$ cat config.mk
export PLATFORM = sky130hd
export DESIGN_NAME = alu_uart_sequencer
export DESIGN_NICKNAME = d
export VERILOG_FILES = /design/src/rtl/alu_uart_sequencer.sv
export SDC_FILE = /design/constraint.sdc
export NUM_CORES = 1
export LEC_CHECK = 0
export ABC_CLOCK_PERIOD_IN_PS = 1900
export BUFFER_PORTS_ARGS = -buffer_cell sky130_fd_sc_hd__buf_2
export CAP_MARGIN = 20
export CORE_MARGIN = 3
export CORE_UTILIZATION = 45
export CTS_CLUSTER_DIAMETER = 50
export DETAILED_ROUTE_END_ITERATION = 8
export PLACE_DENSITY = 0.78
export SLEW_MARGIN = 5
export SYNTH_ARGS = -nofsm -noshare
export SYNTH_HDL_FRONTEND = slang
export SYNTH_SLANG_ARGS = --single-unit
$ cat constraint.sdc
create_clock -name i_clk -period 1.9 [get_ports i_clk]
set_input_delay 0.19 -clock i_clk [delete_from_list [all_inputs] [get_ports i_clk]]
set_output_delay 0.19 -clock i_clk [all_outputs]
set_load 0.005 [all_outputs]
$ cat src/rtl/alu_uart_sequencer.sv
// alu_uart_sequencer
//   Byte-serial front end for the combinational ALU. Collects operand A, operand B and
//   the opcode as three UART bytes, holds them on registered ALU inputs, latches the
//   ALU result one clock later and sends it back through the UART transmitter.
//
// Parameters
//   NB_DATA         operand/result/UART byte width
//   NB_OP           ALU opcode width (low NB_OP bits of the opcode byte)
//   TIMEOUT_CYCLES  inter-byte timeout in clocks, 0 disables the timeout logic
//
// Optional feature (macro FLAGS_TX_EN)
//   When defined, a second byte {0.., carry, zero} is sent after the result byte.
//
// Ports
//   i_clk, i_rst_n            clock, asynchronous active-low reset
//   i_rx_data, i_rx_done      received byte and its one-cycle strobe
//   i_tx_done                 transmitter finished the current byte
//   o_tx_data, o_tx_start     byte to transmit and its one-cycle start pulse
//   o_alu_a, o_alu_b, o_alu_op  registered ALU operands and opcode
//   i_alu_result, i_alu_carry, i_alu_zero  ALU outputs
//   o_busy                    high whenever a frame is in progress
//   o_err                     one-cycle pulse on inter-byte timeout
module alu_uart_sequencer #(
  parameter int unsigned NB_DATA        = 8,
  parameter int unsigned NB_OP          = 6,
  parameter int unsigned TIMEOUT_CYCLES = 0
) (
  input  logic               i_clk,
  input  logic               i_rst_n,
  input  logic [NB_DATA-1:0] i_rx_data,
  input  logic               i_rx_done,
  input  logic               i_tx_done,
  output logic [NB_DATA-1:0] o_tx_data,
  output logic               o_tx_start,
  output logic [NB_DATA-1:0] o_alu_a,
  output logic [NB_DATA-1:0] o_alu_b,
  output logic [NB_OP-1:0]   o_alu_op,
  input  logic [NB_DATA-1:0] i_alu_result,
  input  logic               i_alu_carry,
  input  logic               i_alu_zero,
  output logic               o_busy,
  output logic               o_err
);

  typedef enum logic [2:0] {
    StWaitA,
    StWaitB,
    StWaitOp,
    StExec,
    StSendRes,
`ifdef FLAGS_TX_EN
    StWaitTx,
    StSendFlg,
    StWaitFlg
`else
    StWaitTx
`endif
  } state_e;

  state_e             state_q;
  logic [NB_DATA-1:0] alu_a_q;
  logic [NB_DATA-1:0] alu_b_q;
  logic [NB_OP-1:0]   alu_op_q;
  logic [NB_DATA-1:0] tx_data_q;
  logic               tx_start_q;
  logic               timeout_hit;

`ifdef FLAGS_TX_EN
  logic carry_q;
  logic zero_q;
`else
  logic unused_flags;
  assign unused_flags = i_alu_carry ^ i_alu_zero;
`endif

  // Timeout counter only exists when a timeout is configured. The hit is evaluated in
  // the cycle the count reaches its limit, so a byte arriving that cycle still wins.
  generate
    if (TIMEOUT_CYCLES > 0) begin : g_timeout
      localparam int unsigned CntW = $clog2(TIMEOUT_CYCLES + 1);
      logic [CntW-1:0] cnt_q;
      logic            counting;

      assign counting = (state_q == StWaitB) || (state_q == StWaitOp);

      always_ff @(posedge i_clk or negedge i_rst_n) begin
        if (!i_rst_n) begin
          cnt_q <= '0;
        end else if (i_rx_done || !counting) begin
          cnt_q <= '0;
        end else begin
          cnt_q <= cnt_q + CntW'(1);
        end
      end

      assign timeout_hit = counting && !i_rx_done && (cnt_q == CntW'(TIMEOUT_CYCLES - 1));
    end else begin : g_no_timeout
      assign timeout_hit = 1'b0;
    end
  endgenerate

  always_ff @(posedge i_clk or negedge i_rst_n) begin
    if (!i_rst_n) begin
      state_q    <= StWaitA;
      alu_a_q    <= '0;
      alu_b_q    <= '0;
      alu_op_q   <= '0;
      tx_data_q  <= '0;
      tx_start_q <= 1'b0;
`ifdef FLAGS_TX_EN
      carry_q    <= 1'b0;
      zero_q     <= 1'b0;
`endif
    end else begin
      tx_start_q <= 1'b0;
      unique case (state_q)
        StWaitA: begin
          if (i_rx_done) begin
            alu_a_q <= i_rx_data;
            state_q <= StWaitB;
          end
        end
        StWaitB: begin
          if (i_rx_done) begin
            alu_b_q <= i_rx_data;
            state_q <= StWaitOp;
          end else if (timeout_hit) begin
            state_q <= StWaitA;
          end
        end
        StWaitOp: begin
          if (i_rx_done) begin
            alu_op_q <= i_rx_data[NB_OP-1:0];
            state_q  <= StExec;
          end else if (timeout_hit) begin
            state_q <= StWaitA;
          end
        end
        StExec: begin
          // Operands have been stable for a full cycle; the ALU output is settled.
          tx_data_q  <= i_alu_result;
          tx_start_q <= 1'b1;
`ifdef FLAGS_TX_EN
          carry_q    <= i_alu_carry;
          zero_q     <= i_alu_zero;
`endif
          state_q    <= StSendRes;
        end
        StSendRes: begin
          state_q <= StWaitTx;
        end
        StWaitTx: begin
          if (i_tx_done) begin
`ifdef FLAGS_TX_EN
            tx_data_q  <= {{(NB_DATA - 2){1'b0}}, carry_q, zero_q};
            tx_start_q <= 1'b1;
            state_q    <= StSendFlg;
`else
            state_q    <= StWaitA;
`endif
          end
        end
`ifdef FLAGS_TX_EN
        StSendFlg: begin
          state_q <= StWaitFlg;
        end
        StWaitFlg: begin
          if (i_tx_done) begin
            state_q <= StWaitA;
          end
        end
`endif
        default: begin
          state_q <= StWaitA;
        end
      endcase
    end
  end

  assign o_alu_a    = alu_a_q;
  assign o_alu_b    = alu_b_q;
  assign o_alu_op   = alu_op_q;
  assign o_tx_data  = tx_data_q;
  assign o_tx_start = tx_start_q;
  assign o_busy     = (state_q != StWaitA);
  assign o_err      = timeout_hit;

endmodule

==> metrics <==
full die area 3670 um^2; DP HPWL 1890 um; synthesized cell area ~1300 um^2; number of global-route vias before repair 866; Cells after Synth 86; CP top delay family flip-flops; global route overflow 0; run status finished, final reports clean; dpl cell area 1620 um^2; Synth Net Count 108; first-pass GRT wire length 4160 um; register area share after synthesis 63.4%; DP Cell Count 165; Crit path depth 2; Clk pwr share a little over an eighth; max-cap viol count 0; clock-pin slew on the worst setup and hold paths 0.09 ns; Final WS setup 0.354 ns; CP max FO 8; Iteration-0 DRC Markers 6; Cell Rows 19; CTS Sinks 34; number of port buffers slightly above 50; Slew @ Worst Pin 0.720 ns; final hold vios 0; global placement routability congestion ~0.67; number of diodes 0; final setup fails 0; CP Capture Type primary output; Vias ~860; effective utilization at floorplan between 40% and 50%; Critical Path AT 1.36 ns; DP Worst Slack 0.361 ns; RSZ-0062 raised after global routing false; # hold bufs at CTS 1; Die W ~61 um; area fraction in compound gates after synthesis 1.12%; initial antenna violation count 0; flops & latches, synth 34; CP max stage cell dfrtp_1; crit path time final roughly 1.5 ns; worst r2r dst o_alu_a[7]; post-synthesis mux area share between 20% and 30%; Core Util, Final 59.9%; Pwr Density 1650 nW/um^2; Slew Viols, Final 0; post-CTS setup buffers 0; final worst-path cycle share 81.4%; Buf/Inv on CP 1; Rel. slew slack 52.0%; Peak Freq 647 MHz; Syn Area/Cell 15.6 um^2; root buffer cell clkbuf_4; NetSw 0.000856 W; met2 wire len 1370 um; adder-cell share of the synthesized area 0%; critical path launch point type flop; Initial DRT Pass Iterations 3; Synth Area in Simple Gates under 10%; fin cells around 170; Area Growth Syn to Fin 25.2%; Unique masters post-synth 17; worst reg-to-reg path cell count 3; clk_skew around 0.0048 ns; largest net degree at the start of global routing 35; sequential share of power 46.9%; M1 wire length 927 um; total CTS buffers 5; Met3 Routed Length about 120 um; Setup TNS 0 ns; CP endpoint o_busy; Max VDD drop 687 uV; Internal Power between 0.0015 and 0.002 W; io pins between 50 and 60; drt via density 5.02; TritonCTS clock tree done; Setup CP Type reg2out; Detail Route Antenna Nets 0; Skew-Pair Late Insertion Delay 0.33 ns; CORE AREA 2810 um^2; Worst Hold Class in2reg; leakage 0.815 nW; crit-path cells or3_1 -> buf_2; fraction of power spent switching nets 30.9%; synth warn 0; Nets 164; Critical Path Max Stage Delay 0.48 ns; DRC 0; Crit path required time ~1.7 ns; GRT Overall Usage roughly 16%; post-synthesis xor/xnor area fraction 0%; combinational cell fraction of total power 39.6%; Worst R2R Start state_q[2]; Clock Path Buffers 2; WL/cell between 10 and 15 um; cell area after layout 1680 um^2; top layer used by detailed routing met4; largest family of logic cells by synthesized area multiplexers; beginning of the critical path state_q[0]; Die H slightly above 60 um; share of cells above drive strength 1 between 60 and 70%; H-tree depth 2; most common cell after layout, fill and taps aside buf_2; final WL 2470 um; most frequent cells in the layout buf_2 (51), dfrtp_1 (34), mux2_2 (30); R2R Setup Slk 0.37 ns; post_cts resized 0
[per-stage QoR]
stage / power (W) / hold slack, ns
after floorplan: 0.00195 / -0.106
after global placement: 0.00238 / 0.274
after detailed placement: 0.00245 / 0.285
after CTS: 0.00283 / 0.0740
after global routing: 0.00301 / 0.0573
final: 0.00277 / 0.0840
[area by class of cell]
type,instances,area [um^2]
flip-flops and latches,34,851
well taps,31,38.8
inverters,1,3.75
fillers,238,1120
repair buffers,52,265
clock buffers,6,51.3
multi-input cells,48,470
[power by group through the flow]
stage | Sequential [W] | Combinational, W | Clock [W]
2_1_floorplan | 0.00132 | 0.000631 | 0
3_3_place_gp | 0.00130 | 0.00108 | 0
3_5_place_dp | 0.00132 | 0.00112 | 0
4_1_cts | 0.00131 | 0.00113 | 0.000390
5_1_grt | 0.00136 | 0.00122 | 0.000431
6_report | 0.00130 | 0.00110 | 0.000377
[worst min-delay path by stage]
stage                     slack [ns]       startpoint  cells after the start      endpoint
after floorplan                -0.11          i_rst_n                      0    o_alu_a[0]
after detailed placement        0.28          i_rst_n                      1  o_tx_data[6]
final                           0.08  i_alu_result[5]                      2  o_tx_data[5]
after global placement          0.27          i_rst_n                      1    o_tx_start
after CTS                       0.07  i_alu_result[5]                      2  o_tx_data[5]
after global routing            0.06  i_alu_result[5]                      2  o_tx_data[5]
[cell usage after synthesis, drive strengths merged]
master	n	share of area, %
dfrtp	34	63
mux2	30	25
nand2b	4	2.4
buf	3	1.3
nor2	3	2.0
a21oi	2	0.75
nand3b	2	1.1
nor3	2	1.6
or3	2	0.93
and2	1	0.47
conb	1	0.28
inv	1	0.28
o21ai	1	0.37
[metal layers]
layer	up-vias	GRT usage, %
li1	410	-
met1	422	19.4
met2	23	25.6
met3	8	6.38
met4	0	7.43
met5	-	0
[cell families after synthesis]
logic type	after synthesis
simple gates	14
compound gates	3
other cells	1
flops	34
mux	30
buf+inv	4
[state kept, by name (all words and copies together), names as in the netlist]
signal,cells
o_alu_b,8
state_q,3
o_alu_op,6
o_tx_data,8
o_alu_a,8
o_tx_start,1
Note: power is estimated with default switching activity, not from simulation.
